<file path="src/rtl/bus_initiator.sv">
// bus_initiator: single-outstanding master for the daisy-chained register bus.
// Launches one request at the chain head, waits for it at the tail, reports back.
module bus_initiator #(
    parameter int ADDR_WIDTH = 16,
    parameter int DATA_WIDTH = 16,
    parameter int TIMEOUT    = 64
) (
    input  logic                  clk,
    input  logic                  rst_n,
    input  logic                  req_valid_i,
    output logic                  req_ready_o,
    input  logic [ADDR_WIDTH-1:0] req_addr_i,
    input  logic [DATA_WIDTH-1:0] req_wdata_i,
    input  logic                  req_rw_i,
    output logic [ADDR_WIDTH-1:0] addr_o,
    output logic [DATA_WIDTH-1:0] wdata_o,
    output logic [DATA_WIDTH-1:0] rdata_o,
    output logic                  rw_o,
    output logic                  valid_o,
    input  logic [ADDR_WIDTH-1:0] addr_i,
    input  logic [DATA_WIDTH-1:0] wdata_i,
    input  logic [DATA_WIDTH-1:0] rdata_i,
    input  logic                  rw_i,
    input  logic                  valid_i,
    output logic                  resp_valid_o,
    input  logic                  resp_ready_i,
    output logic [DATA_WIDTH-1:0] resp_rdata_o,
    output logic                  resp_rw_o,
    output logic                  resp_timeout_o,
    output logic                  resp_mismatch_o
);

    localparam int CW = (TIMEOUT > 2) ? $clog2(TIMEOUT) : 1;
    localparam logic [CW-1:0] LAST = CW'(TIMEOUT - 1);

    typedef enum logic [1:0] {
        IDLE,
        LAUNCH,
        WAIT,
        RESP
    } state_t;

    state_t                state, state_nxt;
    logic [ADDR_WIDTH-1:0] lat_addr;
    logic [DATA_WIDTH-1:0] lat_wdata;
    logic                  lat_rw;
    logic [CW-1:0]         cnt;
    logic                  expire;
    logic                  unused_ok;

    // returned write data carries no information for the initiator
    assign unused_ok = ^wdata_i;

    assign expire = (cnt == LAST);

    // state register
    always_ff @(posedge clk or negedge rst_n) begin
        if (!rst_n) state <= IDLE;
        else        state <= state_nxt;
    end

    // next-state: the return strobe beats expiry on the same cycle
    always_comb begin
        state_nxt = state;
        unique case (state)
            IDLE:    if (req_valid_i) state_nxt = LAUNCH;
            LAUNCH:  state_nxt = WAIT;
            WAIT:    if (valid_i || expire) state_nxt = RESP;
            RESP:    if (resp_ready_i) state_nxt = IDLE;
            default: state_nxt = IDLE;
        endcase
    end

    // request latch; bus address/data hold their last values between launches
    always_ff @(posedge clk or negedge rst_n) begin
        if (!rst_n) begin
            lat_addr  <= '0;
            lat_wdata <= '0;
            lat_rw    <= 1'b0;
        end else if (state == IDLE && req_valid_i) begin
            lat_addr  <= req_addr_i;
            lat_wdata <= req_wdata_i;
            lat_rw    <= req_rw_i;
        end
    end

    // cycles spent waiting for the return since launch
    always_ff @(posedge clk or negedge rst_n) begin
        if (!rst_n)                 cnt <= '0;
        else if (state == LAUNCH)   cnt <= '0;
        else if (state == WAIT && !expire) cnt <= cnt + CW'(1);
    end

    // response capture on return or expiry; held through RESP
    always_ff @(posedge clk or negedge rst_n) begin
        if (!rst_n) begin
            resp_rdata_o    <= '0;
            resp_rw_o       <= 1'b0;
            resp_timeout_o  <= 1'b0;
            resp_mismatch_o <= 1'b0;
        end else if (state == WAIT) begin
            if (valid_i) begin
                resp_rdata_o    <= rdata_i;
                resp_rw_o       <= lat_rw;
                resp_timeout_o  <= 1'b0;
                resp_mismatch_o <= (addr_i != lat_addr) || (rw_i != lat_rw);
            end else if (expire) begin
                resp_rdata_o    <= '0;
                resp_rw_o       <= lat_rw;
                resp_timeout_o  <= 1'b1;
                resp_mismatch_o <= 1'b0;
            end
        end
    end

    assign req_ready_o  = (state == IDLE);
    assign valid_o      = (state == LAUNCH);
    assign rw_o         = (state == LAUNCH) && lat_rw;
    assign addr_o       = lat_addr;
    assign wdata_o      = lat_wdata;
    assign rdata_o      = '0;
    assign resp_valid_o = (state == RESP);

endmodule
</file>
<file path="config.mk">
export PLATFORM = sky130hd
export DESIGN_NAME = bus_initiator
export DESIGN_NICKNAME = d
export VERILOG_FILES = /design/src/rtl/bus_initiator.sv
export SDC_FILE = /design/constraint.sdc
export NUM_CORES = 1
export LEC_CHECK = 0
export ABC_AREA = 1
export CORE_MARGIN = 5
export CORE_UTILIZATION = 42
export CTS_CLUSTER_DIAMETER = 80
export DETAILED_ROUTE_END_ITERATION = 12
export PLACE_DENSITY = 0.95
export SYNTH_ARGS = -nofsm -noshare
export SYNTH_HDL_FRONTEND = slang
export SYNTH_SLANG_ARGS = --single-unit
</file>
<file path="constraint.sdc">
create_clock -name clk -period 2.3 [get_ports clk]
set_input_delay 0.46 -clock clk [delete_from_list [all_inputs] [get_ports clk]]
set_output_delay 0.46 -clock clk [all_outputs]
set_load 0.01 [all_outputs]
</file>
==> results_dict.tcl <==
set metrics [dict create \
    outcome "completed" \
    finalCritPeriodShare_pct 94.16 \
    portBuffers 125 \
    synth_top_area_share_pct 52.98 \
    start_util_pct 42.42 \
    clk_latency_ns 0.34 \
    leakage_nw 2.062 \
    antenna_cells 0 \
    drc 0 \
    synth-seq-cells 60 \
    antenna_found_initial 0 \
    drt-initial-drc-count 56 \
    drtAntennaViolNets 0 \
    reg2reg_depth 5 \
    totalWireLength_mm 7.035 \
    track_usage_pct 17.32 \
    synth_cells 280 \
    dieWidth_um 92.15 \
    worstPathRequired_ns 1.84 \
    clkSlewWorstSetupHoldPaths_ns 0.07 \
    synth_top_cell_by_area "dfrtp_1" \
    worst-r2r-setup-slack_ns 0.43 \
    final_cell_area_mm2 0.004315 \
    drt_first_pass_iters 4 \
    powerDensity_mw_per_mm2 1239 \
    fillCellCount 530 \
    cts_tree "yes" \
    min_path_type "input port to asynchronous set/reset pin" \
    grt_max_degree 48 \
    grt_first_pass_wirelength_mm 11.53 \
    post_cts_buffers 0 \
    max-cap-violations 0 \
    timing.rr.end "resp_rdata_o[9]$_DFFE_PN0P_" \
    critPathLaunch "state[1]$_DFFE_PN0P_" \
    synth_area_leaders "dfrtp_1 53%, mux2_2 9.1%, nand2_1 6.8%, a22o_1 4.9%, inv_1 4.5%" \
    ios 158 \
    core_area_mm2 0.006681 \
    cp_max_fo 5 \
    grt_pass1_vias 2451 \
    arrival_ns 1.71 \
    drive_gt1_share_pct 11.81 \
    clkSinkCount 60 \
    nNetsFinal 503 \
    dp.final_hpwl_mm 5.396 \
    finalSetupTns_ns 0 \
    start_kind "flip-flop" \
    yosys_warnings 0 \
    viasPerCell 4.673 \
    synth_area_per_cell_um2 10.12 \
    placed_cell_area_mm2 0.004110 \
    gp_congestion 0.7631 \
    finClkSkew_ns 0.01188 \
    hold_viol 0 \
    chipHeight_um 92.15 \
    total_power_w 0.005347 \
    fp.dieArea_mm2 0.008491 \
    num_vias 2313 \
    fmaxAchievable_mhz 461.8 \
    syn_to_final_growth_pct 52.27 \
    ys_seq_area_share_pct 52.98 \
    min_period_ns 2.166 \
    ys_types 27 \
    avgRoutedWirePerCell_um 14.21 \
    synth_area_mm2 0.002834 \
    criticalPathCategory "flip-flop to primary output" \
    ctsRootBufferMaster "clkbuf_8" \
    worstReg2RegStart "state[0]$_DFFE_PN0P_" \
    htree_levels 3 \
    rsz0062_at_grt "false" \
    vdd_drop_max_uv 710.8 \
    drv_slew 0 \
    fin_util_pct 64.59 \
    clockBufferDepth 2 \
    row_count 30 \
    crit_path_end "rw_o" \
    numCtsBuffers 9 \
    grt_overflow 0 \
    setup_viol 0 \
    endpoint_kind "primary output" \
]
-- power breakdown --
group,switching (W),internal (W),total (W)
clock network,0.000425,0.000500,0.000925
registers,0.000323,0.00155,0.00187
logic,0.00108,0.00147,0.00255
-- stage by stage --
step | setup WS, ns | instances | hold slack (ns)
5_1_grt | 0.04441 | 495 | 0.03963
2_1_floorplan | 0.7374 | 295 | 0.1644
3_3_place_gp | 0.4301 | 479 | 0.3904
4_1_cts | 0.005715 | 495 | 0.02464
3_5_place_dp | 0.3684 | 479 | 0.3924
6_report | 0.1344 | 495 | 0.03607
-- layer usage --
layer	track usage [%]	share of wire [%]	up-vias
met2	30.05	51	95
li1	-	-	1124
met4	8.045	2.0	0
met5	0	0	-
met3	5.989	8.7	12
met1	18.93	38	1082
-- registers in the layout, summed over array words and instances (netlist names) --
| register | count |
|---|---|
| resp_rdata_o | 16 |
| resp_timeout_o | 1 |
| resp_mismatch_o | 1 |
| state | 2 |
| resp_rw_o | 1 |
| addr_o | 16 |
| wdata_o | 16 |
| cnt | 6 |
| lat_rw | 1 |
-- critical path, cell delays in order, from the launching register on --
cell             delay (ns)
dfrtp_1                0.40
inv_1                  0.16
ha_4                   0.19
nand2_1                0.05
inv_1                  0.04
clkdlybuf4s50_1        0.53
-- logic make-up (layout without fill, tap and decap cells) --
| group | count (synthesis) | in the layout | share of synthesized area, % |
|---|---|---|---|
| XOR/XNOR | 9 | 9 | 2.782 |
| AND/OR/NAND/NOR | 85 | 85 | 12.80 |
| other | 1 | 16 | 0.1323 |
| buffers and inverters | 59 | 179 | 10.64 |
| adder cells (fa/ha/maj) | 6 | 6 | 2.649 |
| AO/OA/AOI/OAI | 37 | 37 | 8.874 |
| flip-flops | 60 | 60 | 52.98 |
| multiplexers | 23 | 23 | 9.139 |
-- timing repair --
| item | CTS | global route |
|---|---|---|
| gates resized for setup | 0 | 2 |
| endpoints found under the setup margin | 0 | 1 |
| hold buffers | 0 | 0 |
-- how the worst min path moves through the flow --
| stage | to | slack [ns] | cells past startpoint |
|---|---|---|---|
| 6_report | addr_o[12]$_DFFE_PN0P_ | 0.04 | 1 |
| 3_5_place_dp | lat_rw$_DFFE_PN0P_ | 0.39 | 1 |
| 4_1_cts | addr_o[12]$_DFFE_PN0P_ | 0.02 | 1 |
| 3_3_place_gp | addr_o[11]$_DFFE_PN0P_ | 0.39 | 1 |
| 5_1_grt | addr_o[8]$_DFFE_PN0P_ | 0.04 | 1 |
| 2_1_floorplan | addr_o[0]$_DFFE_PN0P_ | 0.16 | 0 |
-- area by class of cell --
class / instances / area, um^2 / area share (%)
flip-flops and latches: 60 / 1501 / 34.79
repair buffers: 127 / 1286 / 29.81
multi-input cells: 176 / 1100 / 25.49
inverters: 36 / 135.1 / 3.131
clock buffers: 10 / 127.6 / 2.957
well taps: 80 / 100.1 / 2.320
clock inverters: 6 / 65.06 / 1.508
-- cells in the mapped netlist --
library cell	number
a21oi_1	16
clkinv_1	1
nor2_1	21
nand3_1	6
buf_2	4
nand2_1	51
inv_2	1
conb_1	1
xnor2_1	8
inv_1	34
o21ai_0	1
nand2_2	2
buf_4	16
o21ai_1	1
o31ai_1	1
clkbuf_1	1
nor2_4	1
o21bai_1	1
dfrtp_1	60
nor3_1	1
buf_6	2
xor2_1	1
ha_1	6
a22o_1	16
nand2_4	3
o22ai_1	1
mux2_2	23
-- cells in the final DEF, fill, tap and decap left out, types with 2 or more instances in the layout --
cell type and instances:
a21oi_1 16, a22o_1 16, buf_12 2, clkbuf_8 9, clkdlybuf4s50_1 124, clkinv_2 2
clkinv_4 2, conb_1 16, dfrtp_1 60, ha_1 5, inv_1 34, mux2_2 23
nand2_1 51, nand2_2 2, nand2_4 3, nand3_1 6, nor2_1 21, xnor2_1 8
(Power assumes the default switching activity.)
